### config.mk
export PLATFORM = sky130hd
export DESIGN_NAME = ddr_a2m_burst_agen
export DESIGN_NICKNAME = d
export VERILOG_FILES = /design/src/rtl/ddr_a2m_burst_agen_pkg.sv /design/src/rtl/ddr_a2m_agen_wmask.sv /design/src/rtl/ddr_a2m_burst_agen.sv
export SDC_FILE = /design/constraint.sdc
export NUM_CORES = 1
export LEC_CHECK = 0
export BUFFER_PORTS_ARGS = -buffer_cell sky130_fd_sc_hd__buf_2
export CORE_ASPECT_RATIO = 1.1
export CORE_MARGIN = 1
export CORE_UTILIZATION = 55
export CTS_CLUSTER_SIZE = 40
export DETAILED_ROUTE_END_ITERATION = 12
export PLACE_DENSITY_LB_ADDON = 0.05
export SYNTH_ARGS = -nofsm -noshare
export SYNTH_HDL_FRONTEND = slang
export SYNTH_SLANG_ARGS = --single-unit
### constraint.sdc
create_clock -name clk_i -period 8.3 [get_ports clk_i]
set_clock_uncertainty 0.05 [all_clocks]
set_input_delay 0.415 -clock clk_i [delete_from_list [all_inputs] [get_ports clk_i]]
set_output_delay 0.415 -clock clk_i [all_outputs]
set_load 0.01 [all_outputs]
### src/rtl/ddr_a2m_burst_agen_pkg.sv
// ddr_a2m_burst_agen_pkg: shared AXI burst/size encodings, legal wrap lengths and agen FSM states
package ddr_a2m_burst_agen_pkg;
  localparam logic [1:0] P_BURST_FIXED = 2'd0;
  localparam logic [1:0] P_BURST_INCR  = 2'd1;
  localparam logic [1:0] P_BURST_WRAP  = 2'd2;
  localparam logic [1:0] P_BURST_RSVD  = 2'd3;
  localparam logic [2:0] P_ASIZE_1   = 3'd0;
  localparam logic [2:0] P_ASIZE_2   = 3'd1;
  localparam logic [2:0] P_ASIZE_4   = 3'd2;
  localparam logic [2:0] P_ASIZE_8   = 3'd3;
  localparam logic [2:0] P_ASIZE_16  = 3'd4;
  localparam logic [2:0] P_ASIZE_32  = 3'd5;
  localparam logic [2:0] P_ASIZE_64  = 3'd6;
  localparam logic [2:0] P_ASIZE_128 = 3'd7;
  localparam logic [7:0] P_WRAP_LEN2  = 8'd1;
  localparam logic [7:0] P_WRAP_LEN4  = 8'd3;
  localparam logic [7:0] P_WRAP_LEN8  = 8'd7;
  localparam logic [7:0] P_WRAP_LEN16 = 8'd15;
  localparam logic [7:0] P_FIXED_MAX_LEN = 8'd15;
  typedef enum logic {ST_IDLE, ST_BUSY} state_e;
endpackage

### src/rtl/ddr_a2m_agen_wmask.sv
// ddr_a2m_agen_wmask: burst byte-span mask ((LEN+1)<<SIZE)-1 and wrap-length legality
module ddr_a2m_agen_wmask
  import ddr_a2m_burst_agen_pkg::*;
#(
  parameter int ADDR_W = 32
) (
  input  logic [7:0]        len_i,
  input  logic [2:0]        size_i,
  output logic [ADDR_W-1:0] mask_o,
  output logic              legal_o
);
  assign mask_o  = (ADDR_W'({1'b0, len_i} + 9'd1) << size_i) - ADDR_W'(1);
  assign legal_o = (len_i == P_WRAP_LEN2) | (len_i == P_WRAP_LEN4) |
                   (len_i == P_WRAP_LEN8) | (len_i == P_WRAP_LEN16);
endmodule

### src/rtl/ddr_a2m_burst_agen.sv
// ddr_a2m_burst_agen: per-beat AXI address generator (FIXED/INCR/WRAP) with valid/ready beats.
// Optional DDR_A2M_AGEN_4K_CHK_EN flags INCR bursts crossing a 4 KB page as erroneous.
module ddr_a2m_burst_agen
  import ddr_a2m_burst_agen_pkg::*;
#(
  parameter int ADDR_W        = 32,
  parameter int ID_W          = 4,
  parameter int MAX_SIZE_LOG2 = 4
) (
  input  logic              clk_i,
  input  logic              rst_i,
  input  logic              cmd_valid_i,
  output logic              cmd_ready_o,
  input  logic [ADDR_W-1:0] cmd_addr_i,
  input  logic [7:0]        cmd_len_i,
  input  logic [2:0]        cmd_size_i,
  input  logic [1:0]        cmd_burst_i,
  input  logic [ID_W-1:0]   cmd_id_i,
  output logic              beat_valid_o,
  input  logic              beat_ready_i,
  output logic [ADDR_W-1:0] beat_addr_o,
  output logic [7:0]        beat_num_o,
  output logic              beat_last_o,
  output logic [ID_W-1:0]   beat_id_o,
  output logic              beat_err_o
);
  state_e            state_q, state_d;
  logic [ADDR_W-1:0] addr_q, addr_d, mask_q, mask_d;
  logic [7:0]        num_q, num_d, len_q, len_d;
  logic [ID_W-1:0]   id_q, id_d;
  logic              err_q, err_d;
  logic [1:0]        mode_q, mode_d;
  logic [2:0]        size_q, size_d;
  logic [ADDR_W-1:0] cmd_mask, cmd_s, step_s, nxt_addr;
  logic              wrap_legal, err_c, page_err, accept, beat_hs;
  ddr_a2m_agen_wmask #(.ADDR_W(ADDR_W)) u_wmask (
    .len_i   (cmd_len_i),
    .size_i  (cmd_size_i),
    .mask_o  (cmd_mask),
    .legal_o (wrap_legal)
  );
  assign beat_valid_o = (state_q == ST_BUSY);
  assign beat_last_o  = beat_valid_o & (num_q == len_q);
  assign cmd_ready_o  = ~beat_valid_o | (beat_ready_i & beat_last_o);
  assign accept       = cmd_valid_i & cmd_ready_o;
  assign beat_hs      = beat_valid_o & beat_ready_i;
  assign beat_addr_o  = addr_q;
  assign beat_num_o   = num_q;
  assign beat_id_o    = id_q;
  assign beat_err_o   = err_q;
  assign cmd_s        = ADDR_W'(1) << cmd_size_i;
  assign step_s       = ADDR_W'(1) << size_q;
`ifdef DDR_A2M_AGEN_4K_CHK_EN
  logic [ADDR_W-1:0] end_addr;
  // cmd_mask is the burst span minus one, so this is the last byte of the burst
  assign end_addr = (cmd_addr_i & ~(cmd_s - ADDR_W'(1))) + cmd_mask;
  assign page_err = (cmd_burst_i == P_BURST_INCR) & (end_addr[ADDR_W-1:12] != cmd_addr_i[ADDR_W-1:12]);
`else
  assign page_err = 1'b0;
`endif
  assign err_c = (cmd_size_i > 3'(MAX_SIZE_LOG2)) | (cmd_burst_i == P_BURST_RSVD) |
                 ((cmd_burst_i == P_BURST_WRAP) & (~wrap_legal | (|(cmd_addr_i & (cmd_s - ADDR_W'(1)))))) |
                 ((cmd_burst_i == P_BURST_FIXED) & (cmd_len_i > P_FIXED_MAX_LEN)) | page_err;
  assign nxt_addr = (mode_q == P_BURST_FIXED) ? addr_q :
                    (mode_q == P_BURST_WRAP)  ? (addr_q & ~mask_q) | ((addr_q + step_s) & mask_q) :
                                                (addr_q & ~(step_s - ADDR_W'(1))) + step_s;
  always_comb begin
    state_d = state_q;
    addr_d  = addr_q;
    mask_d  = mask_q;
    num_d   = num_q;
    len_d   = len_q;
    id_d    = id_q;
    err_d   = err_q;
    mode_d  = mode_q;
    size_d  = size_q;
    if (accept) begin
      state_d = ST_BUSY;
      addr_d  = cmd_addr_i;
      mask_d  = cmd_mask;
      num_d   = 8'd0;
      len_d   = cmd_len_i;
      id_d    = cmd_id_i;
      err_d   = err_c;
      size_d  = cmd_size_i;
      // erroneous WRAP and reserved bursts step as INCR
      mode_d  = (cmd_burst_i == P_BURST_FIXED) ? P_BURST_FIXED :
                (cmd_burst_i == P_BURST_WRAP && !err_c) ? P_BURST_WRAP : P_BURST_INCR;
    end else if (beat_hs) begin
      state_d = beat_last_o ? ST_IDLE : ST_BUSY;
      num_d   = beat_last_o ? num_q : num_q + 8'd1;
      addr_d  = beat_last_o ? addr_q : nxt_addr;
    end
  end
  always_ff @(posedge clk_i) begin
    if (rst_i) begin
      state_q <= ST_IDLE;
      addr_q  <= '0;
      mask_q  <= '0;
      num_q   <= '0;
      len_q   <= '0;
      id_q    <= '0;
      err_q   <= 1'b0;
      mode_q  <= P_BURST_FIXED;
      size_q  <= P_ASIZE_1;
    end else begin
      state_q <= state_d;
      addr_q  <= addr_d;
      mask_q  <= mask_d;
      num_q   <= num_d;
      len_q   <= len_d;
      id_q    <= id_d;
      err_q   <= err_d;
      mode_q  <= mode_d;
      size_q  <= size_d;
    end
  end
endmodule

After elaboration in Yosys (flattened, before gate mapping)
Index checks and enable logic that the tools add are counted.
{"block": "classes", "n_addsub": 7, "n_lt_le_gt_ge": 2, "eq_ne": 10, "shift": 3, "muxes": 10, "n_bitwise": 24, "reduce_logical": 9}
{"op": "$mux W32", "count": 5}
{"op": "$and A32 B32 Y32", "count": 4}
{"op": "$sub A32 B1 Y32 const B", "count": 3}
{"op": "$add A32 B32 Y32", "count": 2}
{"op": "$not A32 Y32", "count": 2}
{"op": "$shl A1 B3 Y32 const A", "count": 2}
{"op": "$or A32 B32 Y32", "count": 1}
{"op": "$reduce_or A32 Y1", "count": 1}
{"op": "$shl A32 B3 Y32", "count": 1}
{"op": "$add A8 B1 Y9 const B", "count": 1}
{"op": "$add A8 B1 Y8 const B", "count": 1}
{"op": "$eq A8 B1 Y1 const B", "count": 1}
{"op": "$eq A8 B2 Y1 const B", "count": 1}
{"op": "$eq A8 B3 Y1 const B", "count": 1}
{"op": "$eq A8 B4 Y1 const B", "count": 1}
{"op": "$eq A8 B8 Y1", "count": 1}
{"op": "$gt A8 B4 Y1 const B", "count": 1}
{"op": "$or A1 B1 Y1", "count": 8}
{"op": "$and A1 B1 Y1", "count": 6}
{"op": "$eq A2 B2 Y1 const B", "count": 3}
{"op": "$logic_not A2 Y1", "count": 2}
{"op": "$mux W2", "count": 2}
{"op": "$gt A3 B3 Y1 const B", "count": 1}
{"op": "$mux W1", "count": 3}
{"op": "other kinds (9)", "count": 11}
{"block": "totals", "reg_bits": 91, "inputBits": 53, "out_inout_bits": 48}

Logic depth before layout (Yosys ltp)
{"block": "logic_depth", "depth_word": 13, "depth_mapped": 15, "depth_no_buf": 13}

Hierarchy
From an unflattened synthesis, not the netlist that was laid out.
{"block": "unflattened", "cells_unflattened": 1094, "area_unflattened_um2": 7687.4}
{"module": "ddr_a2m_burst_agen", "instances": 1, "cells_each": 890, "area_per_inst_um2": 6398.6, "seq_area_each_um2": 1821.7}
{"module": "ddr_a2m_agen_wmask", "instances": 1, "cells_each": 204, "area_per_inst_um2": 1288.7, "seq_area_each_um2": 0.0}

Worst setup path before layout
No wires, ideal clock.
{"block": "synth_timing", "kind": "reg2reg", "startpoint": "register size_q[2]", "endpoint": "register (tool-made name)", "arrival_time_ns": 3.275, "t_required_ns": 8.104, "setup_slack_ns": 4.830, "stages_incl_launch_ff": 16, "period_less_slack_ns": 3.470, "cell_sequence": "dfxtp_1 buf_2 buf_2 or3_1 inv_1 ha_1 inv_1 fa_1 nand2b_1 a21oi_1 o21a_1 nor2b_1 and4_1 o21ai_0 a222oi_1 a2111oi_0"}
{"element": "from (decl)", "line": "ddr_a2m_burst_agen.sv:33", "source": "logic [2:0] size_q, size_d;"}
{"element": "from (signal assigned)", "line": "ddr_a2m_burst_agen.sv:115", "source": "size_q <= size_d;"}

==> results.toml <==
[outcome]
outcome = "finished, final reports clean"

[cells_and_area]
area_growth_pct = 11.2
seq_area_um2 = 1800
fin_area_um2 = 8250
multi_input_area_um2 = 5230
fillers = 1277
fin_util_pct = 62.7
drive_gt1_share_pct = 13.6
diodes = 0
layout.nets = 1161

[floorplan]
die_h_um = 124
dieArea_um2 = 14000
core_area_um2 = 13200
die_w_um = 113
ios = 101
floorplan.initialDensity_pct = 56.4
num_rows = 44

[logic_synthesis]
synth_most_common_cell = "nand2_1"
synth_top_cells_by_count = "nand2_1 (126), nor2_1 (106), dfxtp_1 (90)"
synth_area_um2 = 7420
synthCells = 1039
yosysTopAreaCell = "dfxtp_1"
ys_seq_area_share_pct = 24.3
yosys_warnings = 0
synth_area_per_cell_um2 = 7.14
synthFlopType = "dfxtp_1"
synth_top_area_share_pct = 24.3
synth-edff-count = 0
ys_seq_elements = 90
synth_nets = 1113
ys_async_sr_fraction_pct = 0
synthTopCellsByArea = "dfxtp_1 (24%), nand2_1 (6.4%), nor2_1 (5.4%)"
ys_types = 85

[place]
port_buffers = 100
place_area_um2 = 7930
gp_congestion = 0.908
hpwl_mm = 15.9

[hold_path]
hp-class = "input port to register"
holdPathStages = 3
hp-start = "cmd_id_i[2]"
holdPathEnd = "beat_id_o[2]$_SDFFE_PP0P_"

[clock_tree]
root_buffer = "clkbuf_16"
tritoncts = "yes"
cts_setup_buffers = 0
cts_resized = 0
cts_buffer_depth = 2
hold_buffers = 0
cts_buffers = 9
h-tree-depth = 3
worstSkewPairLatency_ns = 0.36
cts_sinks = 90
path_clk_slew_ns = 0.07

[timing]
hold_violations = 0
setup_violations = 0
fmax_mhz = 249
tns_ns = 0
worst_pin_slew_ns = 0.959
holdWs_ns = 0.241
finalMaxSlewViolations = 0
period_share_pct = 48.3
fin_crit_ns = 4.01
rsz0062_at_grt = "no"
max_slew_margin_pct = 35.4

[run]
maxCapViolCount = 0

[global_routing]
grt_overflow = 0
grtUsageMet1_pct = 44.0
met2_usage_pct = 54.4
grt_usage_pct = 32.6
grt.busiest_layer = "met2"
grt_start_max_net_pins = 88
grt_first_pass_wirelength_mm = 35.9
met3_usage_pct = 4.14
antenna_found_initial = 0
grt_pass1_vias = 6856

[power]
cellLeakagePower_nw = 3.15
vdd_drop_max_uv = 122
cellPowerDensity_nw_per_um2 = 165

[setup_path]
critical_path.max_fanout = 20
rr_worst_depth = 13
cp.arrival_ns = 4.25
reg2reg_from = "size_q[2]$_SDFFE_PP0P_"
start_kind = "register"
crit_path_end_kind = "register"
r2r_slack_ns = 4.29
required_ns = 8.54
worstSetupPathType = "register to register"

[drt]
via_count = 8036
vias_per_cell = 6.41
drt_iter0_markers = 696
dr.pass1.iters = 5
wire_per_inst_um = 18.1
drc = 0
antenna_left = 0
wl_mm = 22.6
==> layout make-up <==
type                       count  share of cell area, %
inverter                      33                   1.50
clock buffer                  11                   2.82
timing repair buffer         110                   6.98
tap                          161                   2.44
clock inverter                 5                   1.06
sequential                    90                   21.8
multi-input combinational    843                   63.3
==> worst max-delay path, stage by stage (launching register included) <==
cell	delay, ns
dfxtp_1	0.70
clkinv_1	0.39
nor2_1	0.29
inv_1	0.07
ha_1	0.28
and2_1	0.16
ha_1	0.34
and3_1	0.20
nand2_1	0.09
nor3_1	0.05
a211oi_1	0.51
a21oi_1	0.13
or4b_1	0.53
a21oi_1	0.14
==> worst max path at each step <==
stage                           startpoint  endpoint  slack (ns)  cells after the start
CTS                 size_q[2]$_SDFFE_PP0P_  register        4.36                     13
floorplan           size_q[2]$_SDFFE_PP0P_  register        4.83                     15
detailed placement  size_q[2]$_SDFFE_PP0P_  register        4.38                     13
global route        size_q[2]$_SDFFE_PP0P_  register        4.04                     13
finish              size_q[2]$_SDFFE_PP0P_  register        4.29                     13
global placement    size_q[2]$_SDFFE_PP0P_  register        4.45                     13
==> placed cells by master, fill, tap and decap left out, types with 6 or more instances in the layout <==
cell type  instances
nand2b_1          14
nor2b_1            9
and4_1            10
a31oi_1           23
o211ai_1           8
nor2_1           106
o22ai_1            8
buf_2            100
o221ai_1           9
clkbuf_16          9
a211oi_1          31
o21a_1            22
nor3_1            29
nand2_1          126
a21oi_1           73
and2_1             9
dfxtp_1           90
ha_1              20
nor3b_1            8
nor4_1            14
and3_1            15
xnor2_1           39
buf_4             10
a22oi_1            8
nand4_1           19
or3_1              9
mux2i_1            7
inv_1             30
xor2_1            12
nand3_1           40
o31ai_1            7
o21ai_0           65
o41ai_1            6
==> metal layers <==
layer / share of wire, % / vias to the layer above
met5: 0 / -
met4: 1.7 / 0
met3: 5.5 / 33
met2: 47 / 277
met1: 46 / 3771
li1: - / 3955
==> cells by family (layout without fill, tap and decap cells) <==
kind of cell / after synthesis / after routing / share of synthesized area (%)
muxes: 10 / 10 / 1.40
and+or+nand+nor: 435 / 435 / 29.2
DFF: 90 / 90 / 24.3
xor gates and xnor gates: 51 / 51 / 6.02
AOI/OAI and AO/OA: 326 / 326 / 29.6
buffers and inverters: 106 / 159 / 5.87
adders and majority gates: 21 / 21 / 3.64
==> stage by stage <==
step	power [mW]	cells	setup WS [ns]
after floorplan	0.790	1039	4.83
after global placement	0.904	1237	4.45
after detailed placement	0.906	1237	4.38
after CTS	1.36	1253	4.36
after global routing	1.43	1253	4.04
final	1.36	1253	4.29
==> report_power, final <==
part           leakage, nW  switching, mW  internal (mW)
logic                 2.26          0.223          0.146
registers            0.740         0.0639          0.472
clock network        0.152          0.189          0.267
total                 3.15          0.475          0.885
(Power assumes the default switching activity.)
